===== src/rtl/add_arbiter.sv =====
// add_arbiter: round-robin arbiter that shares one 4-bit ripple adder
// between NREQ requesters. The result is held in a single output register
// until the consumer accepts it.

// 4-bit ripple-carry adder built from 1-bit full adder cells
module full_adder_4 (
  input  logic [3:0] i_a,
  input  logic [3:0] i_b,
  input  logic       i_cin,
  output logic [3:0] o_sum,
  output logic       o_cout
);
  logic [4:0] w_c;

  assign w_c[0] = i_cin;

  generate
    for (genvar gi = 0; gi < 4; gi++) begin : g_bit
      assign o_sum[gi]  = i_a[gi] ^ i_b[gi] ^ w_c[gi];
      assign w_c[gi+1]  = (i_a[gi] & i_b[gi]) | (w_c[gi] & (i_a[gi] ^ i_b[gi]));
    end
  endgenerate

  assign o_cout = w_c[4];
endmodule

module add_arbiter #(
  parameter  int NREQ = 4,
  localparam int ID_W = $clog2(NREQ)
) (
  input  logic              clk,
  input  logic              rst_n,
  input  logic [NREQ-1:0]   req_valid,
  output logic [NREQ-1:0]   req_ready,
  input  logic [4*NREQ-1:0] req_a,
  input  logic [4*NREQ-1:0] req_b,
  output logic              rsp_valid,
  input  logic              rsp_ready,
  output logic [3:0]        rsp_sum,
  output logic              rsp_cout,
  output logic [ID_W-1:0]   rsp_id
);
  typedef enum logic {ST_EMPTY = 1'b0, ST_FULL = 1'b1} state_t;

  state_t          r_state;
  state_t          w_state_next;
  logic [ID_W-1:0] r_ptr;
  logic [3:0]      r_sum;
  logic            r_cout;
  logic [ID_W-1:0] r_id;

  logic            w_grant_vld;
  logic [ID_W-1:0] w_grant_id;
  logic            w_can_accept;
  logic            w_xfer;
  logic [ID_W-1:0] w_ptr_next;
  logic [3:0]      w_op_a;
  logic [3:0]      w_op_b;
  logic [3:0]      w_sum;
  logic            w_cout;
  logic [3:0]      w_a_arr [NREQ];
  logic [3:0]      w_b_arr [NREQ];

  // Unpack the operand buses into per-requester nibbles
  generate
    for (genvar gi = 0; gi < NREQ; gi++) begin : g_unpack
      assign w_a_arr[gi] = req_a[4*gi +: 4];
      assign w_b_arr[gi] = req_b[4*gi +: 4];
    end
  endgenerate

  // Round-robin scan: first valid requester at or after r_ptr, wrapping
  always_comb begin
    int idx;
    w_grant_vld = 1'b0;
    w_grant_id  = '0;
    idx         = 0;
    for (int k = 0; k < NREQ; k++) begin
      idx = int'(r_ptr) + k;
      if (idx >= NREQ) idx = idx - NREQ;
      if (!w_grant_vld && req_valid[idx]) begin
        w_grant_vld = 1'b1;
        w_grant_id  = ID_W'(idx);
      end
    end
  end

  // The single shared adder, fed by the granted requester's operands
  assign w_op_a = w_a_arr[w_grant_id];
  assign w_op_b = w_b_arr[w_grant_id];

  full_adder_4 u_adder (
    .i_a    (w_op_a),
    .i_b    (w_op_b),
    .i_cin  (1'b0),
    .o_sum  (w_sum),
    .o_cout (w_cout)
  );

  assign w_ptr_next = (w_grant_id == ID_W'(NREQ - 1)) ? '0 : w_grant_id + 1'b1;

  // Output register state: hold, load on transfer, empty on drain
  always_ff @(posedge clk or negedge rst_n) begin
    if (!rst_n) r_state <= ST_EMPTY;
    else        r_state <= w_state_next;
  end

  // Next-state, accept and ready logic; ready is held low during reset
  always_comb begin
    w_state_next = r_state;
    w_can_accept = (r_state == ST_EMPTY) | rsp_ready;
    w_xfer       = w_grant_vld & w_can_accept & rst_n;
    req_ready    = '0;
    if (w_xfer) begin
      req_ready    = NREQ'(1) << w_grant_id;
      w_state_next = ST_FULL;
    end else if ((r_state == ST_FULL) && rsp_ready) begin
      w_state_next = ST_EMPTY;
    end
  end

  // Result payload and round-robin pointer update on each transfer
  always_ff @(posedge clk or negedge rst_n) begin
    if (!rst_n) begin
      r_sum  <= '0;
      r_cout <= 1'b0;
      r_id   <= '0;
      r_ptr  <= '0;
    end else if (w_xfer) begin
      r_sum  <= w_sum;
      r_cout <= w_cout;
      r_id   <= w_grant_id;
      r_ptr  <= w_ptr_next;
    end
  end

  assign rsp_valid = (r_state == ST_FULL);
  assign rsp_sum   = r_sum;
  assign rsp_cout  = r_cout;
  assign rsp_id    = r_id;
endmodule


===== config.mk =====
export PLATFORM = sky130hd
export DESIGN_NAME = add_arbiter
export DESIGN_NICKNAME = d
export VERILOG_FILES = /design/src/rtl/add_arbiter.sv
export SDC_FILE = /design/constraint.sdc
export NUM_CORES = 1
export LEC_CHECK = 0
export ABC_AREA = 1
export CORE_MARGIN = 2
export CORE_UTILIZATION = 39
export CTS_CLUSTER_SIZE = 40
export DETAILED_ROUTE_END_ITERATION = 10
export PLACE_DENSITY = 0.73
export SETUP_SLACK_MARGIN = 0.05
export SLEW_MARGIN = 20
export SYNTH_ARGS = -nofsm -noshare
export SYNTH_HDL_FRONTEND = slang
export SYNTH_SLANG_ARGS = --single-unit

===== constraint.sdc =====
create_clock -name clk -period 4.1 [get_ports clk]
set_input_delay 0.82 -clock clk [delete_from_list [all_inputs] [get_ports clk]]
set_output_delay 0.82 -clock clk [all_outputs]
set_load 0.02 [all_outputs]

==> results of run 1 <==
-- worst paths after layout --
check | start | to | slack, ps
max reg2reg | r_ptr[0]$_DFFE_PN0P_ | rsp_sum[3]$_DFFE_PN0P_ | 740
max | req_valid[3] | req_ready[3] | 340
min reg2reg | rsp_sum[1]$_DFFE_PN0P_ | rsp_sum[1]$_DFFE_PN0P_ | 480
min in group asynchronous | rst_n | rsp_valid$_DFFE_PN0P_ | 940
max in group asynchronous | rst_n | rsp_sum[2]$_DFFE_PN0P_ | 3020
min | rsp_sum[1]$_DFFE_PN0P_ | rsp_sum[1]$_DFFE_PN0P_ | 480
-- layout by cell type, fill, tap and decap left out, types with 2 or more instances in the layout --
master,count
nand2_1,69
ha_1,5
o21ai_2,3
buf_4,8
nand3_4,2
nor2_1,6
clkbuf_4,3
nand4_1,16
dfrtp_1,10
inv_1,40
dlygate4sd2_1,2
dlymetal6s2s_1,2
fa_1,3
clkdlybuf4s50_1,46
nand2_2,7
o21ai_0,4
nand3_1,23
-- sequential cells by signal, summed over array words and instances (netlist names) --
register	flops
rsp_cout	1
r_ptr	2
rsp_id	2
rsp_sum	4
rsp_valid	1
-- worst min-delay path: stages, from the launching register on --
cell	delay (ps)
dfrtp_1	360
nand2_2	50
nand2_1	40
-- per-stage QoR --
stage          hold slack, ps  utilization
2_1_floorplan             524            -
3_3_place_gp              467        0.601
3_5_place_dp              471        0.601
4_1_cts                   487        0.612
5_1_grt                   503        0.614
6_report                  480        0.614
-- timing repair --
| item | 4_1_cts | 5_1_grt |
|---|---|---|
| setup endpoints to repair | 2 | 3 |
| resized for setup | 2 | 3 |
| buffers inserted | 0 | 0 |
-- layout make-up --
type	count	area, um^2	share of cell area
timing repair buffer	59	583	0.306
tap	44	55.1	0.0289
sequential	10	250	0.131
clock buffer	4	36.3	0.0191
multi-input combinational	144	811	0.426
inverter	43	169	0.0887
-- power by group through the flow --
stage                     clock network, mW  registers, mW  logic (mW)
after floorplan                           0          0.225        1.18
after CTS                            0.0881          0.200        1.68
after global routing                 0.0934          0.206        1.88
after detailed placement                  0          0.202        1.68
after global placement                    0          0.200        1.62
final                                0.0875          0.199        1.64
-- kinds of logic after synthesis --
family,after synthesis,share of synthesized area
compound gates,8,0.0418
fa+ha+maj,8,0.0952
buf+inv,50,0.176
flops,10,0.194
simple gates,128,0.493
-- per-layer routing --
layer	vias to the layer above	routed length, um	share of wire	track usage
met5	-	0	0	0
met3	4	196	0.065	0.0231
met2	53	1330	0.45	0.281
li1	751	-	-	-
met1	601	1440	0.48	0.245
met4	0	24	0.0080	0.0547
==> impl_results.md, run 1 <==
- Status: finished, final reports clean
- Final Cell Area: 1900 um^2
- DRT Pass-1 Iters: 4
- Total number of vias: 1409
- CTS tree: done
- Cells after DPL: 300
- Initial Util: 0.415
- Gate power share: 0.852
- Main flop type after synthesis: dfrtp_1
- Fmax achieved: 266 MHz
- Syn Inst Count: 204
- CTS H-tree depth: 1
- CP required: 3280 ps
- Slew Limit Fails: 0
- Antenna cell count: 0
- Chip height: 61.5 um
- Die Footprint: 3780 um^2
- Mean Syn Cell Area: 6.31 um^2
- Crit-path cells: clkdlybuf4s50_1, inv_1, nand2_1, nand3_1, nand2_1, nor2_4, nand3_1, nand3_1, nand2_1, inv_2, buf_4, ha_1, inv_1, nor2_1, dlygate4sd2_1
- Hold WC Path Type: reg -> reg
- Syn. warnings: 0
- Top delay family on crit path: buffers and inverters
- Worst-Margin Slew: 405 ps
- Sequential Power Share: 0.103
- Routed length per instance: 9.85 um
- First-pass GRT wire length: 5050 um
- Final hold vios: 0
- Post-route ant nets: 0
- Die W: 61.5 um
- Sw Share: 0.540
- Layout net count: 308
- Pin count of the biggest net entering global routing: 18
- Final setup viols: 0
- Clk network pwr share: 0.045
- Max IR drop VDD: 0.428 mV
- Slowest stage delay, CP: 420 ps
- Most numerous cell in the Yosys netlist: nand2_1
- Crit-path max FO: 6
- Critical path's slowest cell: clkdlybuf4s50_1
- Register area share after synthesis: 0.194
- Syn nets: 251
- P_leak: 1.06 nW
- Synthesized area: 1290 um^2
- Pwr dens: 1010 nW/um^2
- Cts hold-fix bufs: 0
- CP bufs+invs: 6
- Port bufs: 50
- Final period util: 0.917
- Max-Cap Viols: 0
- R2R depth: 17
- Overflow after GRT: 0
- Sink count of the clock tree: 10
- Area grow syn2layout: 47.9%
- CTS Buf Count: 3
- Vias per cell: 4.63
- Clock buffer depth: 2
- Dominant cell type by area after synthesis: nand2_1
- Worst Setup Start Kind: input pin
- Initial antenna violation count: 0
- Post-synth ARST share: 1.00
- WHS Path Cells: 2
- DRT Wirelength: 2990 um
- Synth cell types: 24
- Crit Path Class: in -> out
- Worst slew margin: 0.730
- CP endpoint kind: output port
- Dominant cells by area after synthesis: nand2_1, dfrtp_1, inv_1
- Placed Area: 1870 um^2
- EDFF count, synth: 0
- Post-DP HPWL: 2560 um
- Switching power total: 1.04 mW
- CP Depth: 15
- Post-route insts no fill: 304
- Share of Yosys cell area claimed by the top area cell type: 0.201
- Overall power: 1.93 mW
- Clock Tree Root: clkbuf_4
- Initial drt markers: 51
- Fin Setup TNS: 0 ps
- Min Clock Period, post-route: 3760 ps
- RSZ-0062 raised after global routing: false
- Share of post-route cells with drive strength above 1: 0.127
- Core area: 3100 um^2
- Setup ws final: 340 ps
- Commonest cells post-synth: nand2_1, inv_1, nand3_1
- DRC violations left: 0
- Worst slack, placed: 1.23 ps
- Final Skew: 2.91 ps
- # IOs: 51
- Total GRT Usage: 0.175
- P_int: 889 uW
- # fillers: 325
- Vias in the first global route: 1163
- Clk Latency, worst-skew pair: 260 ps
- GP Congestion: 0.865
- Clock transition at path regs: 60 ps
- FP Rows: 20
- Critical Path AT: 2940 ps
- Synth Register Bits: 10
No activity file was read; power rests on OpenSTA's default activity.
==> inputs of run 2 (changes only) <==
--- a/config.mk
+++ b/config.mk
@@ -10,7 +10,7 @@
 export CORE_UTILIZATION = 39
 export CTS_CLUSTER_SIZE = 40
 export DETAILED_ROUTE_END_ITERATION = 10
-export PLACE_DENSITY = 0.73
+export DONT_BUFFER_PORTS = 1
 export SETUP_SLACK_MARGIN = 0.05
 export SLEW_MARGIN = 20
 export SYNTH_ARGS = -nofsm -noshare
==> run 2 against run 1 <==
  * Non-clock buffer count decreased by 56
  * Die area stayed put
  * First-iteration DRC count shrank 27%
  * Fmax is 5.0% higher
  * Largest cell class unchanged
  * Critical path depth rose by 2
  * Global-route usage decreased by 2.5 points
==> impl_results.md, run 2 (same netlist as run 1, synthesis figures left out) <==
- Status: finished, final reports clean (unchanged)
- Max-Cap Viols: 0 (unchanged)
- Post-DP HPWL: 2120 um (was 2560 um)
- Postcts setup bufs: 0 (unchanged)
- Sink count of the clock tree: 10 (unchanged)
- Number of flip-flops in the largest register: 4 (unchanged)
- Top delay family on crit path: adder cells (was buffers and inverters)
- Top cell by count, worst path: nand2_1
- Worst-Margin Slew: 428 ps (was 405 ps)
- Crit Path Class: reg -> reg (was in -> out)
- Crit-path max FO: 20 (was 6)
- Slew Limit Fails: 0 (unchanged)
- Final setup viols: 0 (unchanged)
- Cts hold-fix bufs: 0 (unchanged)
- Critical Path AT: 3770 ps (was 2940 ps)
- Register area: 250 um^2 (unchanged)
- Multi-input logic area: 811 um^2 (unchanged)
- Die W: 61.5 um (unchanged)
- Die Footprint: 3780 um^2 (unchanged)
- Share of post-route cells with drive strength above 1: 0.127 (about the same)
- Worst slew margin: 0.714 (was 0.730)
- Commonest non-fill, non-tap cell in the layout: nand2_1 (unchanged)
- Total GRT Usage: 0.150 (was 0.175)
- Crit-path cells: inv_6, nand2_1, nand3_1, nand2_1, inv_1, nand2_1, nand2_2, nand3_4, nand2_1, nand3_1, nand2_1, ha_1, fa_1, fa_1, inv_1, fa_1, o21ai_2 (was clkdlybuf4s50_1, inv_1, nand2_1, nand3_1, nand2_1, nor2_4, nand3_1, nand3_1, nand2_1, inv_2, buf_4, ha_1, inv_1, nor2_1, dlygate4sd2_1)
- Worst Setup Start Kind: register (was input pin)
- Clock Tree Root: clkbuf_4 (unchanged)
- Antenna cell count: 0 (unchanged)
- Chip height: 61.5 um (unchanged)
- Resized Gates After CTS: 0 (was 2)
- Vias per cell: 4.73 (was 4.63)
- Placed Area: 1310 um^2 (was 1870 um^2)
- Post-route ant nets: 0 (unchanged)
- Initial antenna violation count: 0 (unchanged)
- Routed length per instance: 10.6 um (was 9.85 um)
- Final period util: 0.873 (was 0.917)
- Min Clock Period, post-route: 3580 ps (was 3760 ps)
- Vias in the first global route: 995 (was 1163)
- CTS Buf Count: 3 (unchanged)
- RSZ-0062 raised after global routing: false (unchanged)
- DRT Wirelength: 2640 um (was 2990 um)
- # fillers: 347 (was 325)
- CP bufs+invs: 3 (was 6)
- Clk Latency, worst-skew pair: 260 ps (about the same)
- Finished Core Util: 0.433 (was 0.614)
- Final Skew: 0.333 ps (was 2.91 ps)
- Final Cell Area: 1340 um^2 (was 1900 um^2)
- # IOs: 51 (unchanged)
- Port bufs: 0 (was 50)
- Clock transition at path regs: 60 ps (about the same)
- Core area: 3100 um^2 (unchanged)
- Commonest non-fill, non-tap cells in the layout: nand2_1, inv_1, nand3_1 (was nand2_1, clkdlybuf4s50_1, inv_1)
- CP required: 4290 ps (was 3280 ps)
- CP Depth: 17 (was 15)
- Hold WC Path Type: in -> async (was reg -> reg)
- First-pass GRT wire length: 4340 um (was 5050 um)
- CP endpoint kind: register (was output port)
- Clock buffer depth: 2 (unchanged)
- DRC violations left: 0 (unchanged)
- Initial Util: 0.415 (unchanged)
- Final hold vios: 0 (unchanged)
- Overflow after GRT: 0 (unchanged)
- R2R depth: 17 (unchanged)
- Layout net count: 252 (was 308)
- Fin Setup TNS: 0 ps (unchanged)
- GP Congestion: 0.764 (was 0.865)
- CTS tree: done (unchanged)
- Initial drt markers: 37 (was 51)
- FP Rows: 20 (unchanged)
- CTS H-tree depth: 1 (unchanged)
- DRT Pass-1 Iters: 4 (unchanged)
- Pin count of the biggest net entering global routing: 21 (was 18)
- Total number of vias: 1173 (was 1409)
- Area grow syn2layout: 4.37% (was 47.9%)
- Critical path's slowest cell: dfrtp_1 (was clkdlybuf4s50_1)
- Slowest stage delay, CP: 590 ps (was 420 ps)
- Fmax achieved: 279 MHz (was 266 MHz)
[run 2: through the flow]
step                      hold WS (ps)  instances  setup slack [ps]
after floorplan                    524        204               573
after global placement             525        244               358
after global routing               230        248               139
final                              250        248               521
after CTS                          240        248               472
after detailed placement           525        244               334
[run 2: worst paths after layout]
path / start / end / slack [ps]
max: r_ptr[0]$_DFFE_PN0P_ / rsp_sum[3]$_DFFE_PN0P_ / 520
min: rst_n / rsp_valid$_DFFE_PN0P_ / 250
max reg2reg: r_ptr[0]$_DFFE_PN0P_ / rsp_sum[3]$_DFFE_PN0P_ / 520
min reg2reg: rsp_sum[2]$_DFFE_PN0P_ / rsp_sum[2]$_DFFE_PN0P_ / 620
max in group asynchronous: rst_n / rsp_cout$_DFFE_PN0P_ / 3780
min in group clk: rsp_sum[2]$_DFFE_PN0P_ / rsp_sum[2]$_DFFE_PN0P_ / 620
[run 2: worst reg2reg max path, cell delays in order, from the launching register on]
cell	delay, ps
dfrtp_1	590
inv_6	90
nand2_1	100
nand3_1	80
nand2_1	130
inv_1	80
nand2_1	80
nand2_2	200
nand3_4	250
nand2_1	90
nand3_1	90
nand2_1	70
ha_1	210
fa_1	390
fa_1	430
inv_1	80
fa_1	420
o21ai_2	130
[run 2: area by class of cell]
cell class              count  share of cell area
repair buffers              3              0.0168
well taps                  44              0.0410
flip-flops and latches     10               0.186
inverters                  43               0.126
clock buffers               4              0.0270
multi-input cells         144               0.603
[run 2: routing by layer]
metal | global-route usage | vias up | routed length [um]
met2 | 0.210 | 38 | 1090
met1 | 0.234 | 497 | 1360
met3 | 0.0126 | 4 | 151
li1 | - | 634 | -
met5 | 0 | - | 0
met4 | 0.0638 | 0 | 33
Power of run 2 is left out: the tool's default activity adds up to more than one toggle a clock period on the data nets, which glitch-free logic cannot reach.
==> inputs of run 3 (changes only) <==
--- a/config.mk
+++ b/config.mk
@@ -6,6 +6,7 @@
 export NUM_CORES = 1
 export LEC_CHECK = 0
 export ABC_AREA = 1
+export ABC_CLOCK_PERIOD_IN_PS = 4100
 export CORE_MARGIN = 2
 export CORE_UTILIZATION = 39
 export CTS_CLUSTER_SIZE = 40
==> results of run 3 <==
No change in the layout: final DEF, timing and power equal those of run 2.
Power of run 3 is left out for the same reason.
==> variant: new RTL, settings of run 2 <==
Make the reset (`rst_n`) synchronous in 2 clocked blocks.
--- a/src/rtl/add_arbiter.sv
+++ b/src/rtl/add_arbiter.sv
@@ -100,7 +100,7 @@
   assign w_ptr_next = (w_grant_id == ID_W'(NREQ - 1)) ? '0 : w_grant_id + 1'b1;
 
   // Output register state: hold, load on transfer, empty on drain
-  always_ff @(posedge clk or negedge rst_n) begin
+  always_ff @(posedge clk) begin
     if (!rst_n) r_state <= ST_EMPTY;
     else        r_state <= w_state_next;
   end
@@ -120,7 +120,7 @@
   end
 
   // Result payload and round-robin pointer update on each transfer
-  always_ff @(posedge clk or negedge rst_n) begin
+  always_ff @(posedge clk) begin
     if (!rst_n) begin
       r_sum  <= '0;
       r_cout <= 1'b0;
Formal check against the unedited RTL: differs if rst_n is asserted again (counterexample within 4 cycles, from zero or initial values and one cycle with rst_n low); with rst_n held inactive, the same outputs for 10 cycles.
==> variant against run 2 <==
Wire length up 3.5%; worst setup slack better by 120 ps; worst hold slack better by 310 ps; critical endpoint is now rsp_sum[3]; sequential cell count unchanged; area after synthesis down 4.5%; design area down 4.5%.
==> variant: results (changes against run 2) <==
| Metric | Value |
|---|---|
| Status | complete, no violations |
| Met3 usage | 3.896% (+2.6 points) |
| Slowest stage cell on the critical path | fa_1 |
| Avg WL per Cell | 10.57 um (-0.56%) |
| Worst Path Arrival | 3650 ps (-120 ps) |
| Hold slack | 563.9 ps (+314.3 ps) |
| Register share of the cell area | 15.59% (-3.0 points) |
| Global-route wire length before repair | 4326 um (-0.32%) |
| Worst r2r dst | rsp_sum[3] |
| GRT Util Overall | 15.22% (+0.17 points) |
| Inverter count | 46 (+7.0%) |
| Setup WS pre-CTS | 366.5 ps (+32.03 ps) |
| HP Class | flop to flop |
| Layout cells sized above 1 | 9.346% (-3.4 points) |
| Clk tree area frac | 1.754% (-0.95 points) |
| NonClk Buf Share | 2.339% (+0.66 points) |
| M1 GR Usage | 20.13% (-3.3 points) |
| FF-to-FF Start | r_ptr[0] |
| Seq_cells | 10 (unchanged) |
| Reg-to-reg slack, setup | 730 ps (+210 ps) |
| Synth Net Count | 262 (+4.4%) |
| Multi-input combinational area share | 62.57% (+2.2 points) |
| Worst Path Max Fanout | 10 (-50%) |
| Critical path startpoint | req_valid[1] |
| Iter 0 DRT Violations | 55 (+49%) |
## variant: changes by cell type in the layout (fill, tap and decap cells not counted), moves of 2 or more
cell     before  now
nor2_1        6   12
inv_2         0    3
nand3_1      23   27
nand2_2       7    4
nand2_1      69   73
dfrtp_1      10    0
inv_1        40   42
dfxtp_1       0   10
o21ai_2       3    0
## variant: per-layer routing
layer	wire, um	up-vias
met3	176	0
li1	-	661
met2	1281	43
met4	0	0
met1	1268	537
met5	0	-
## variant: per-stage QoR
stage	instance area [sq um]	instances	power [W]
CTS	1284	258	0.001318
global route	1284	258	0.001472
global placement	1261	255	0.001251
floorplan	1230	215	0.001062
finish	1284	258	0.001289
detailed placement	1261	255	0.001252
## variant: where the power goes
part           internal [W]  total (W)  switching, W  leakage [nW]
Clock             0.0000337  0.0000637     0.0000300        0.0138
Combinational      0.000360    0.00103      0.000666         0.658
Sequential         0.000139   0.000200     0.0000613        0.0832
